[src/rtl/conv_pkg.sv]
// Shared types and width helpers for the conv accumulation controller.
// Build option: CONV_RELU_EN clamps negative pixel results to zero.
package conv_pkg;

   localparam int unsigned TAPS        = 9;
   localparam int unsigned DEF_WIDTH   = 9;
   localparam int unsigned DEF_CH_BITS = 8;

   typedef enum logic [1:0] {
      IDLE  = 2'd0,
      RUN   = 2'd1,
      DRAIN = 2'd2,
      OUT   = 2'd3
   } state_t;

   // signed product width for a given operand width
   function automatic int unsigned prod_w(input int unsigned width);
      return 2 * width;
   endfunction

   // full 9-tap tree sum width
   function automatic int unsigned tree_w(input int unsigned width);
      return 2 * width + 4;
   endfunction

   // accumulator width: headroom for 2**ch_bits-1 channels of tree sums
   function automatic int unsigned acc_w(input int unsigned width, input int unsigned ch_bits);
      return 2 * width + ch_bits + 4;
   endfunction

endpackage

[src/rtl/conv_tree_pipe.sv]
// Two-stage registered signed adder tree over nine products with valid pass-through.
module conv_tree_pipe
   import conv_pkg::*;
#(
   parameter int unsigned WIDTH = DEF_WIDTH
) (
   input  logic                             clk,
   input  logic                             rst_n,
   input  logic                             in_valid,
   input  logic [TAPS*prod_w(WIDTH)-1:0]    in_prod,
   output logic                             s1_valid,
   output logic                             out_valid,
   output logic [tree_w(WIDTH)-1:0]         out_sum
);

   localparam int unsigned PW  = prod_w(WIDTH);
   localparam int unsigned S1W = PW + 1;
   localparam int unsigned SW  = tree_w(WIDTH);
   localparam int unsigned NS1 = 5;

   logic [PW-1:0]  tap_c [TAPS];
   logic [S1W-1:0] s1_c  [NS1];
   logic [S1W-1:0] s1    [NS1];
   logic [SW-1:0]  s2_c;

   // stage1: four pair sums plus sign-extended tap8; stage2: total of the five
   always_comb begin
      for (int i = 0; i < int'(TAPS); i++) begin
         tap_c[i] = in_prod[i*PW +: PW];
      end
      for (int i = 0; i < 4; i++) begin
         s1_c[i] = {tap_c[2*i][PW-1], tap_c[2*i]} + {tap_c[2*i+1][PW-1], tap_c[2*i+1]};
      end
      s1_c[4] = {tap_c[TAPS-1][PW-1], tap_c[TAPS-1]};
      s2_c = '0;
      for (int i = 0; i < int'(NS1); i++) begin
         s2_c = s2_c + {{3{s1[i][S1W-1]}}, s1[i]};
      end
   end

   always_ff @(posedge clk or negedge rst_n) begin
      if (!rst_n) begin
         s1_valid  <= 1'b0;
         out_valid <= 1'b0;
         out_sum   <= '0;
         for (int i = 0; i < int'(NS1); i++) begin
            s1[i] <= '0;
         end
      end else begin
         s1_valid  <= in_valid;
         out_valid <= s1_valid;
         if (in_valid) begin
            for (int i = 0; i < int'(NS1); i++) begin
               s1[i] <= s1_c[i];
            end
         end
         if (s1_valid) begin
            out_sum <= s2_c;
         end
      end
   end

endmodule

[src/rtl/conv_acc_ctrl.sv]
// Per-pixel controller: sequences product beats through the tree, accumulates channels plus bias.
// Build option: CONV_RELU_EN clamps the final pixel to zero when negative.
module conv_acc_ctrl
   import conv_pkg::*;
#(
   parameter int unsigned WIDTH   = DEF_WIDTH,
   parameter int unsigned CH_BITS = DEF_CH_BITS,
   parameter int unsigned ACC_W   = acc_w(WIDTH, CH_BITS)
) (
   input  logic                          clk,
   input  logic                          rst_n,
   input  logic                          start,
   input  logic [CH_BITS-1:0]            cfg_num_ch,
   input  logic [ACC_W-1:0]              cfg_bias,
   output logic                          busy,
   input  logic                          in_valid,
   output logic                          in_ready,
   input  logic [TAPS*prod_w(WIDTH)-1:0] in_prod,
   output logic                          out_valid,
   input  logic                          out_ready,
   output logic [ACC_W-1:0]              out_sum
);

   localparam int unsigned SW = tree_w(WIDTH);

   state_t               state, state_n;
   logic [CH_BITS-1:0]   num_ch, num_ch_n;
   logic [CH_BITS-1:0]   count, count_n;
   logic [ACC_W-1:0]     acc, acc_n;
   logic [ACC_W-1:0]     out_sum_n;
   logic                 beat_c;
   logic                 s1_valid;
   logic                 s2_valid;
   logic [SW-1:0]        s2_sum;

   assign beat_c = in_valid && in_ready;

   conv_tree_pipe #(
      .WIDTH (WIDTH)
   ) u_tree (
      .clk       (clk),
      .rst_n     (rst_n),
      .in_valid  (beat_c),
      .in_prod   (in_prod),
      .s1_valid  (s1_valid),
      .out_valid (s2_valid),
      .out_sum   (s2_sum)
   );

   // outputs are registered from the next-state values so they track the state exactly
   always_ff @(posedge clk or negedge rst_n) begin
      if (!rst_n) begin
         state     <= IDLE;
         num_ch    <= '0;
         count     <= '0;
         acc       <= '0;
         out_sum   <= '0;
         busy      <= 1'b0;
         in_ready  <= 1'b0;
         out_valid <= 1'b0;
      end else begin
         state     <= state_n;
         num_ch    <= num_ch_n;
         count     <= count_n;
         acc       <= acc_n;
         out_sum   <= out_sum_n;
         busy      <= (state_n != IDLE);
         in_ready  <= (state_n == RUN);
         out_valid <= (state_n == OUT);
      end
   end

   always_comb begin
      state_n   = state;
      num_ch_n  = num_ch;
      count_n   = count;
      acc_n     = acc;
      out_sum_n = out_sum;

      if (s2_valid) begin
         acc_n = acc + {{(ACC_W-SW){s2_sum[SW-1]}}, s2_sum};
      end

      case (state)
         IDLE: begin
            if (start) begin
               state_n  = RUN;
               num_ch_n = (cfg_num_ch == '0) ? CH_BITS'(1) : cfg_num_ch;
               count_n  = '0;
               acc_n    = cfg_bias;
            end
         end
         RUN: begin
            if (beat_c) begin
               count_n = count + CH_BITS'(1);
               if (count_n == num_ch) begin
                  state_n = DRAIN;
               end
            end
         end
         DRAIN: begin
            // stage1 empty means the last tree sum is folding into acc this cycle
            if (!s1_valid) begin
               state_n = OUT;
`ifdef CONV_RELU_EN
               out_sum_n = acc_n[ACC_W-1] ? '0 : acc_n;
`else
               out_sum_n = acc_n;
`endif
            end
         end
         OUT: begin
            if (out_valid && out_ready) begin
               state_n = IDLE;
            end
         end
         default: state_n = IDLE;
      endcase
   end

endmodule

[config.mk]
export PLATFORM = sky130hd
export DESIGN_NAME = conv_acc_ctrl
export DESIGN_NICKNAME = d
export VERILOG_FILES = /design/src/rtl/conv_pkg.sv /design/src/rtl/conv_tree_pipe.sv /design/src/rtl/conv_acc_ctrl.sv
export SDC_FILE = /design/constraint.sdc
export NUM_CORES = 1
export LEC_CHECK = 0
export BUFFER_PORTS_ARGS = -buffer_cell sky130_fd_sc_hd__buf_2
export CAP_MARGIN = 15
export CORE_MARGIN = 5
export CORE_UTILIZATION = 58
export DETAILED_ROUTE_END_ITERATION = 6
export GPL_TIMING_DRIVEN = 0
export PLACE_DENSITY = 0.91
export SYNTH_ARGS = -nofsm -noshare
export SYNTH_HDL_FRONTEND = slang
export SYNTH_SLANG_ARGS = --single-unit
[constraint.sdc]
create_clock -name clk -period 7.01 [get_ports clk]
set_input_delay 0 -clock clk [delete_from_list [all_inputs] [get_ports clk]]
set_output_delay 0 -clock clk [all_outputs]
set_load 0.005 [all_outputs]
==> results of run 1 <==
-- logic make-up (layout without fill, tap and decap cells) --
kind of cell	count (synthesis)	count (layout)	synth area share, %
XOR/XNOR	115	115	6.70
flip-flops	199	199	33.1
AO/OA/AOI/OAI	457	457	18.6
other	0	1	0
AND/OR/NAND/NOR	517	517	15.4
multiplexers	42	42	3.07
adder cells (fa/ha/maj)	189	189	18.1
buffers and inverters	199	540	4.97
-- metrics by stage --
stage	cell area, sq um	util (%)	hold slack [ps]	setup WS, ps
2_1_floorplan	15000	-	-296	1890
5_1_grt	18000	69.8	36.2	745
4_1_cts	18000	69.8	7.90	1260
6_report	18000	69.8	5.11	1090
3_3_place_gp	16600	64.6	194	1450
3_5_place_dp	16700	64.8	-6.47	1280
-- registers in the layout (all words and copies together) (netlist names) --
name	flops
u_tree.s1	94
acc	30
out_sum	30
u_tree.out_sum	22
count	8
num_ch	8
state	2
busy	1
in_ready	1
out_valid	1
u_tree.out_valid	1
u_tree.s1_valid	1
-- how the worst max path moves through the flow --
stage,start,end,cells past startpoint
3_5_place_dp,u_tree.s1[57],u_tree.out_sum[21],25
2_1_floorplan,u_tree.s1[57],u_tree.out_sum[21],25
5_1_grt,u_tree.s1[57],u_tree.out_sum[21],25
4_1_cts,u_tree.s1[57],u_tree.out_sum[21],25
6_report,u_tree.s1[57],u_tree.out_sum[21],25
3_3_place_gp,u_tree.s1[57],u_tree.out_sum[21],25
-- synthesized netlist by cell type, types with 13 or more instances --
library cell,count
sky130_fd_sc_hd__mux2i_1,18
sky130_fd_sc_hd__xnor2_1,62
sky130_fd_sc_hd__fa_1,47
sky130_fd_sc_hd__nand2b_1,13
sky130_fd_sc_hd__a21o_1,46
sky130_fd_sc_hd__nor2b_1,17
sky130_fd_sc_hd__ha_1,142
sky130_fd_sc_hd__inv_1,150
sky130_fd_sc_hd__nand3_1,29
sky130_fd_sc_hd__o21ai_0,146
sky130_fd_sc_hd__nand2_1,250
sky130_fd_sc_hd__o21a_1,14
sky130_fd_sc_hd__clkbuf_1,42
sky130_fd_sc_hd__nor2_1,105
sky130_fd_sc_hd__a21oi_1,120
sky130_fd_sc_hd__mux2_2,20
sky130_fd_sc_hd__nor3_1,23
sky130_fd_sc_hd__dfrtp_1,199
sky130_fd_sc_hd__or3_1,20
sky130_fd_sc_hd__a31oi_1,22
sky130_fd_sc_hd__o21ai_1,18
sky130_fd_sc_hd__xor2_1,53
-- metal layers --
metal / up-vias / share of wire (%) / GRT usage (%)
li1: 6585 / - / -
met1: 6494 / 40 / 35.2
met2: 602 / 49 / 50.9
met3: 154 / 6.6 / 5.55
met4: 4 / 4.7 / 13.6
met5: - / 0.063 / 0
-- worst max-delay path: cells and delay by family, from the launching register on --
| family | cells | cell delay, ps |
|---|---|---|
| AND/OR/NAND/NOR | 1 | 50 |
| adder cells (fa/ha/maj) | 5 | 1770 |
| buffers and inverters | 3 | 170 |
| flip-flops | 1 | 390 |
| AO/OA/AOI/OAI | 13 | 2790 |
| multiplexers | 1 | 290 |
| XOR/XNOR | 2 | 330 |
-- area by class of cell --
class,count,area [sq um]
Fill cell,1944,7780
Sequential cell,199,4980
Tap cell,335,419
Multi-Input combinational cell,1320,9310
Clock buffer,18,429
Timing Repair Buffer,309,1930
Clock inverter,14,163
Inverter,150,563
Buffer,49,185
Antenna cell,1,2.50
==> out/summary.md, run 1 <==
The run finished with clean final reports. Yosys printed 0 warnings. The async set-reset flop share out of synthesis was 100%. For this run, the total global-route usage over all layers was measured as 29.3%. The tools report the floorplan die area as 29,300 sq um. The logs give 0.169 GHz for the achievable frequency and 0 ps for the total negative setup slack. Buffers added to address setup during post-CTS repair amount to 0.

The run gives 199 as the total number of clock tree sinks. The maximum clock insertion buffer count is 2, and the transition time of the tightest slew-check pin is 843 ps. The synthesized net count is 2,112, and the endpoint arrival time on the critical path is 6250 ps. The top cell types in the final layout, fill and taps aside, are 250 x sky130_fd_sc_hd__nand2_1, 238 x sky130_fd_sc_hd__buf_2, 199 x sky130_fd_sc_hd__dfrtp_1, 150 x sky130_fd_sc_hd__inv_1, 146 x sky130_fd_sc_hd__o21ai_0.

Number of maximum-capacitance constraint violations: 0. Setup repair after global routing left no endpoint under its margin. The first global-routing pass estimated 69,200 um of wire.

Yosys mapped a number of flops with a built-in enable equal to 0. For the max-slew headroom at the worst pin, the log shows 43.8%. The synthesized design contains 199 register bits.

The synthesized area per cell is 8.75 sq um. Type of the tightest min-delay check: input pin to flip-flop. Counting tap cells, the placed design contains a total of 2,291 instances.

Among all stages on the critical path, the largest delay is contributed by sky130_fd_sc_hd__fa_1. The tools report the type of origin of the critical path as a flip-flop. The number of global-route vias before repair was 14.2k; the peak fanout along the critical path was 5. The worst setup path is of the flip-flop to flip-flop kind. TritonCTS built the clock tree. Global routing finished with a remaining overflow of 0. The critical register-to-register path endpoint is u_tree.out_sum[21]. From bottom edge to top edge, the die measures 171 um. After the last flow step, the layout net total stands at 2,440. The average wire per standard cell came out at 17.9 um. Buffers inserted during clock tree synthesis total 17. From left edge to right edge, the die measures 171 um. The logs give 1090 ps for the minimum setup slack among reg-to-reg paths and 33.1% for the share of synthesized area occupied by flip-flops and latches.

The routed design could run at a clock period as short as 5920 ps. Leaving out fill and tap cells, the most frequent cell in the layout is sky130_fd_sc_hd__nand2_1. For hold timing, the worst endpoint is u_tree.s1[77]. Entering global routing, the biggest net connects 129 pins. The final critical-path share of the clock period is 84.5%, and the number of antenna violations at the first check in global routing is 3. The number of design-rule violations left by the first detailed-router iteration was 1,249. The cell sitting at the root of the clock tree is a sky130_fd_sc_hd__clkbuf_16. In this run the critical register-to-register path is launched from u_tree.s1[57].

The logs give 15,000 sq um for the area of the mapped netlist and 0 for the total of cells resized after clock tree synthesis. Pin placement for this block handled 238 I/O pins. By area the synthesized netlist is led by sky130_fd_sc_hd__dfrtp_1 33%, sky130_fd_sc_hd__ha_1 12%, sky130_fd_sc_hd__fa_1 6.3%, sky130_fd_sc_hd__nand2_1 6.2%, sky130_fd_sc_hd__o21ai_0 4.9%. The run gives 0 as the count of endpoints failing hold in the final timing report.

The first detailed-routing pass took 6 iterations. The count of cell types in the netlist is 68, and the highest cell delay on the worst timing path is 500 ps. Number of DRC violations after detailed routing: 0. Later-pin clock latency in the skew report: 450 ps.

For the worst setup path, the data required time is 7340 ps. Clock-pin slew was measured on the worst setup and hold paths at 80 ps. Summed over all instances, the cell type with the most area after synthesis is sky130_fd_sc_hd__dfrtp_1. The region available for standard cell placement spans 25,800 sq um. The share of final-layout standard cells stronger than drive strength 1 is 15.0%, and the count of input and output buffers is 237.

The run gives 70 as the total of hold buffers inserted after clock tree synthesis. The floorplan row count came out at 59. The total length of routed wires is 42,800 um.

Routability-driven placement finished with a final weighted congestion of 0.939. Worst hold path startpoint: in_prod[19]. The count of endpoints failing setup in the final report was 0; the worst hold path depth was 4. The element type at the critical path end was a flip-flop. Using the TritonRoute via totals, the vias-per-cell ratio works out to 5.78. The clock tree synthesis step divided the H-tree into 4 levels. Worst clock skew: 13.6 ps. The HPWL after detailed placement is 32,400 um. The routed layout has 13.8k vias. The count of cells in the finished layout, fillers not included, comes to 2,395. Once the floorplan was initialized, standard cells occupied 58.4% of the core. Counting every instance in the synthesized netlist gives 1,718. Counting cells, the worst reg-to-reg path comes to 25. Of the post-synthesis cell area, the dominant cell type holds 33.1%. In the synthesized netlist the dominant register cell turns out to be sky130_fd_sc_hd__dfrtp_1.

The post-route antenna net violation count was 0; the number of max-slew violations in the final report was 0. Relative to the synthesized area, the layout overhead comes to 19.6%.
Power of run 1 is left out: the tool's default activity adds up to more than one toggle a clock period on the data nets, which glitch-free logic cannot reach.
==> run 2, diff against run 1 <==
--- a/config.mk
+++ b/config.mk
@@ -5,13 +5,14 @@
 export SDC_FILE = /design/constraint.sdc
 export NUM_CORES = 1
 export LEC_CHECK = 0
+export ABC_AREA = 1
 export BUFFER_PORTS_ARGS = -buffer_cell sky130_fd_sc_hd__buf_2
 export CAP_MARGIN = 15
 export CORE_MARGIN = 5
-export CORE_UTILIZATION = 58
+export CORE_UTILIZATION = 54
 export DETAILED_ROUTE_END_ITERATION = 6
 export GPL_TIMING_DRIVEN = 0
-export PLACE_DENSITY = 0.91
+export PLACE_DENSITY = 0.89
 export SYNTH_ARGS = -nofsm -noshare
 export SYNTH_HDL_FRONTEND = slang
 export SYNTH_SLANG_ARGS = --single-unit
==> constraint.sdc (replaced) <==
create_clock -name clk -period 5.4 [get_ports clk]
set_input_delay 0 -clock clk [delete_from_list [all_inputs] [get_ports clk]]
set_output_delay 0 -clock clk [all_outputs]
set_load 0.005 [all_outputs]
==> out/summary.md, run 2 <==
The flow ran to the end, and the final reports show no timing, DRC or antenna violations. The maximum clock insertion buffer count came out at 2 (unchanged). The synthesized area per cell is 7.19 sq um (was 8.75 sq um).

Largest register by flop count: u_tree.s1 (unchanged). The required arrival time at the worst endpoint was 5720 ps (was 7340 ps). The slowest cell on the critical path was sky130_fd_sc_hd__fa_1 (unchanged). For the detailed-router iteration count before antenna repair, the log shows 6 (unchanged). Start-to-end type of the worst setup path: flip-flop to flip-flop (unchanged).

The top cell family by delay on the critical path is adder cells (was compound AO/OA/AOI/OAI gates). The tools report the H-tree depth as 4 (unchanged). The later-pin clock latency in the skew report is 450 ps (about the same).

The growth of design area from synthesis to finish is 17.8% (was 19.6%), and the pin count of the biggest net entering global routing is 126 (was 129). Setup repair after global routing left no endpoint under its margin. The count of input and output buffers is 237 (unchanged).

The largest area contributor in the synthesized netlist is sky130_fd_sc_hd__dfrtp_1 (unchanged). The die outline width came out at 186 um (was 171 um). The end-of-flow core utilization was 64.3% (was 69.8%); the count of synthesis-stage warnings from yosys was 0 (unchanged). The design area came out at 19,700 sq um (was 18,000 sq um). Library cell with the highest instance count after synthesis: sky130_fd_sc_hd__nand2_1 (unchanged). The run gives 50 (was 68) as the count of cell types in the netlist.

The share of final-layout standard cells stronger than drive strength 1 came out at 13.6% (was 15.0%). The top-area cell type share of the netlist area works out to 29.8% (was 33.1%). The run gives 34,500 sq um (was 29,300 sq um) as the floorplan die area.

Master cell of the clock root buffer: sky130_fd_sc_hd__clkbuf_16 (unchanged). Total of hold buffers inserted after clock tree synthesis: 65 (was 70). The highest cell delay on the worst timing path is 490 ps (was 500 ps), and the clock edge transition at the registers on the reported setup and hold paths is 80 ps (about the same). The average wire per standard cell was 16.5 um (was 17.9 um). The tools report the total length of routed wires as 50,200 um (was 42,800 um). The antenna cell count came out at 0 (was 1).

The post-detailed-placement cell area was 18,400 sq um (was 16,700 sq um). The number of antenna violations at the first check in global routing is 0 (was 3). For the number of buffers created by CTS, the log shows 17 (unchanged).

The signal on the critical path passes through ha_1, inv_1, fa_1, o31ai_1, nand3_1, o2111ai_1, a21oi_1, xor2_1, fa_1, inv_1, fa_1, inv_1, ha_1, a21oi_1, o21ai_0, a21oi_1, o21a_1, nand3_1, nand2_1, inv_1, o21ai_0, nand2_1. Most area-consuming cells after synthesis: sky130_fd_sc_hd__dfrtp_1 30%, sky130_fd_sc_hd__nand2_1 15%, sky130_fd_sc_hd__ha_1 11%, sky130_fd_sc_hd__inv_1 7.0%, sky130_fd_sc_hd__fa_1 5.6% (was sky130_fd_sc_hd__dfrtp_1 33%, sky130_fd_sc_hd__ha_1 12%, sky130_fd_sc_hd__fa_1 6.3%, sky130_fd_sc_hd__nand2_1 6.2%, sky130_fd_sc_hd__o21ai_0 4.9%). The first-pass GRT wire length is 81,100 um (was 69,200 um), and the peak fanout along the critical path is 6 (was 5).

The number of nets in the final layout came out at 3,036 (was 2,440). The count of endpoints failing hold in the final timing report is 0 (unchanged). Largest registers: u_tree.s1 (94), acc (30), out_sum (30) (unchanged).

The final weighted congestion in routability-driven placement was 0.956 (was 0.939). The transition time of the tightest slew-check pin came out at 795 ps (was 843 ps). The run gives 0 (unchanged) as the count of endpoints failing setup in the final report. The flip-flop count of the largest register, all copies and words added was 94 (unchanged). The tools report the core footprint as 30,600 sq um (was 25,800 sq um). For the number of DRC violations after detailed routing, the log shows 0 (unchanged). The floorplan row count is 64 (was 59).

Most instantiated flip-flop cell in the synthesis netlist: sky130_fd_sc_hd__dfrtp_1 (unchanged). The area of the mapped netlist came out at 16,700 sq um (was 15,000 sq um). The number of max-slew violations in the final report is 0 (unchanged). The run gives 238 (unchanged) as the number of ports placed on the die boundary. The number of buffers and inverters on the critical path is 4 (was 3), and the register bit total from synthesis is 199 (unchanged). For the worst clock skew, the log shows 19.6 ps (was 13.6 ps).

The logs give 2,714 (was 2,112) for the synthesized net count and 5140 ps (was 6250 ps) for the endpoint arrival time on the critical path. Top cell types by occurrence after synthesis: 669 x sky130_fd_sc_hd__nand2_1, 310 x sky130_fd_sc_hd__inv_1, 199 x sky130_fd_sc_hd__dfrtp_1, 171 x sky130_fd_sc_hd__o21ai_0, 147 x sky130_fd_sc_hd__nor2_1 (was 250 x sky130_fd_sc_hd__nand2_1, 199 x sky130_fd_sc_hd__dfrtp_1, 150 x sky130_fd_sc_hd__inv_1, 146 x sky130_fd_sc_hd__o21ai_0, 142 x sky130_fd_sc_hd__ha_1). The run gives 0 ps (unchanged) as the total negative setup slack. For the initial core utilization, the log shows 54.6% (was 58.4%). The average vias per placed instance was 5.46 (was 5.78); the post-synthesis instance total was 2,320 (was 1,718). The logs give 29.8% (was 33.1%) for the share of synthesized area occupied by flip-flops and latches and 16.7k (was 14.2k) for the number of global-route vias before repair. The type of origin of the critical path is a flip-flop (unchanged). Total of cells resized after clock tree synthesis: 0 (unchanged). The tools report the half-perimeter wire length after placement as 40,300 um (was 32,400 um).

The number of maximum-capacitance constraint violations was 0 (unchanged). The total instance count after detailed placement is 2,954 (was 2,291). The cell that appears most often on the critical path is sky130_fd_sc_hd__inv_1. The number of enable-type register cells in the synthesized netlist was 0 (unchanged); the total number of clock tree sinks was 199 (unchanged). Element type at the critical path end: a flip-flop (unchanged). The async set-reset flop share out of synthesis works out to 100% (unchanged). For the via total after detailed routing, the log shows 16.7k (was 13.8k). The max-slew headroom at the worst pin was 47.0% (was 43.8%).

The achievable frequency came out at 0.207 GHz (was 0.169 GHz). The final critical-path share of the clock period was 89.3% (was 84.5%); the post-route antenna net violation count was 0 (unchanged). The most common cell after layout, fill and taps aside is sky130_fd_sc_hd__nand2_1 (unchanged).

The die outline height is 186 um (was 171 um), and the number of design-rule violations left by the first detailed-router iteration is 1,141 (was 1,249). Final period demand of the worst path: 4820 ps (was 5920 ps). The tools report the non-filler instance count after layout as 3,051 (was 2,395). TritonCTS built the clock tree. Commonest cells after routing, fill and taps aside: 669 x sky130_fd_sc_hd__nand2_1, 310 x sky130_fd_sc_hd__inv_1, 252 x sky130_fd_sc_hd__buf_2, 199 x sky130_fd_sc_hd__dfrtp_1, 171 x sky130_fd_sc_hd__o21ai_0 (was 250 x sky130_fd_sc_hd__nand2_1, 238 x sky130_fd_sc_hd__buf_2, 199 x sky130_fd_sc_hd__dfrtp_1, 150 x sky130_fd_sc_hd__inv_1, 146 x sky130_fd_sc_hd__o21ai_0).

The global-route usage over all layers was 29.0% (was 29.3%). The type of the tightest min-delay check is input pin to flip-flop (unchanged). Number of buffers inserted to repair setup after CTS: 0 (unchanged).

For the total overflow reported by the global router, the log shows 0 (unchanged).
==> run 2: cell types whose count changed in the layout (fill, tap and decap cells not counted), moves of 18 or more <==
cell                       previous run  this run
sky130_fd_sc_hd__clkbuf_1            43        25
sky130_fd_sc_hd__nand2_1            250       669
sky130_fd_sc_hd__inv_1              150       310
sky130_fd_sc_hd__mux2_2              20         0
sky130_fd_sc_hd__or3_1               20         0
sky130_fd_sc_hd__a21o_1              46        11
sky130_fd_sc_hd__nand3_1             29       141
sky130_fd_sc_hd__o21ai_0            146       171
sky130_fd_sc_hd__nor2_1             105       147
==> run 2: stage by stage <==
step,hold slack (ps),setup slack (ps)
6_report,22.3,580
5_1_grt,44.9,242
4_1_cts,7.00,594
3_5_place_dp,12.5,628
3_3_place_gp,197,633
2_1_floorplan,-296,1240
==> run 2: final timing paths <==
path	slack, ps	depth (start not counted)	start	end
min in group asynchronous	110	2	rst_n	out_valid
min reg2reg	370	0	u_tree.s1_valid	u_tree.out_valid
min	20	4	in_prod[127]	u_tree.s1[20]
max reg2reg	580	22	u_tree.s1[57]	u_tree.out_sum[21]
max	580	22	u_tree.s1[57]	u_tree.out_sum[21]
max in group asynchronous	4240	3	rst_n	u_tree.s1[30]
==> run 2: tightest hold or removal path, stage by stage <==
cell,delay (ps)
sky130_fd_sc_hd__buf_2,110
sky130_fd_sc_hd__inv_1,70
sky130_fd_sc_hd__fa_1,160
sky130_fd_sc_hd__o21ai_0,80
==> run 2: area by class of cell <==
class | count | area [sq um]
Buffer | 44 | 185
Clock buffer | 17 | 425
Clock inverter | 15 | 184
Fill cell | 2713 | 10900
Inverter | 312 | 1170
Multi-Input combinational cell | 1765 | 10400
Sequential cell | 199 | 4980
Tap cell | 396 | 495
Timing Repair Buffer | 303 | 1870
==> run 2: kinds of logic (layout without fill, tap and decap cells) <==
logic type / after synthesis / count (layout) / synth area share, %
and+or+nand+nor: 1063 / 1063 / 26.7
buffers and inverters: 356 / 691 / 8.13
DFF: 199 / 199 / 29.8
muxes: 1 / 1 / 0.0600
adders and majority gates: 189 / 189 / 16.3
xor gates and xnor gates: 85 / 85 / 4.46
AOI/OAI and AO/OA: 427 / 427 / 14.5
==> run 2: per-layer routing <==
layer  track usage (%)  up-vias  wire length (um)
li1                  -     8192                 -
met1              35.6     7747             20200
met2              52.2      603             25200
met3              3.09      115              2740
met4              11.9        0              2090
met5                 0        -                 0
Power of run 2 is left out for the same reason.
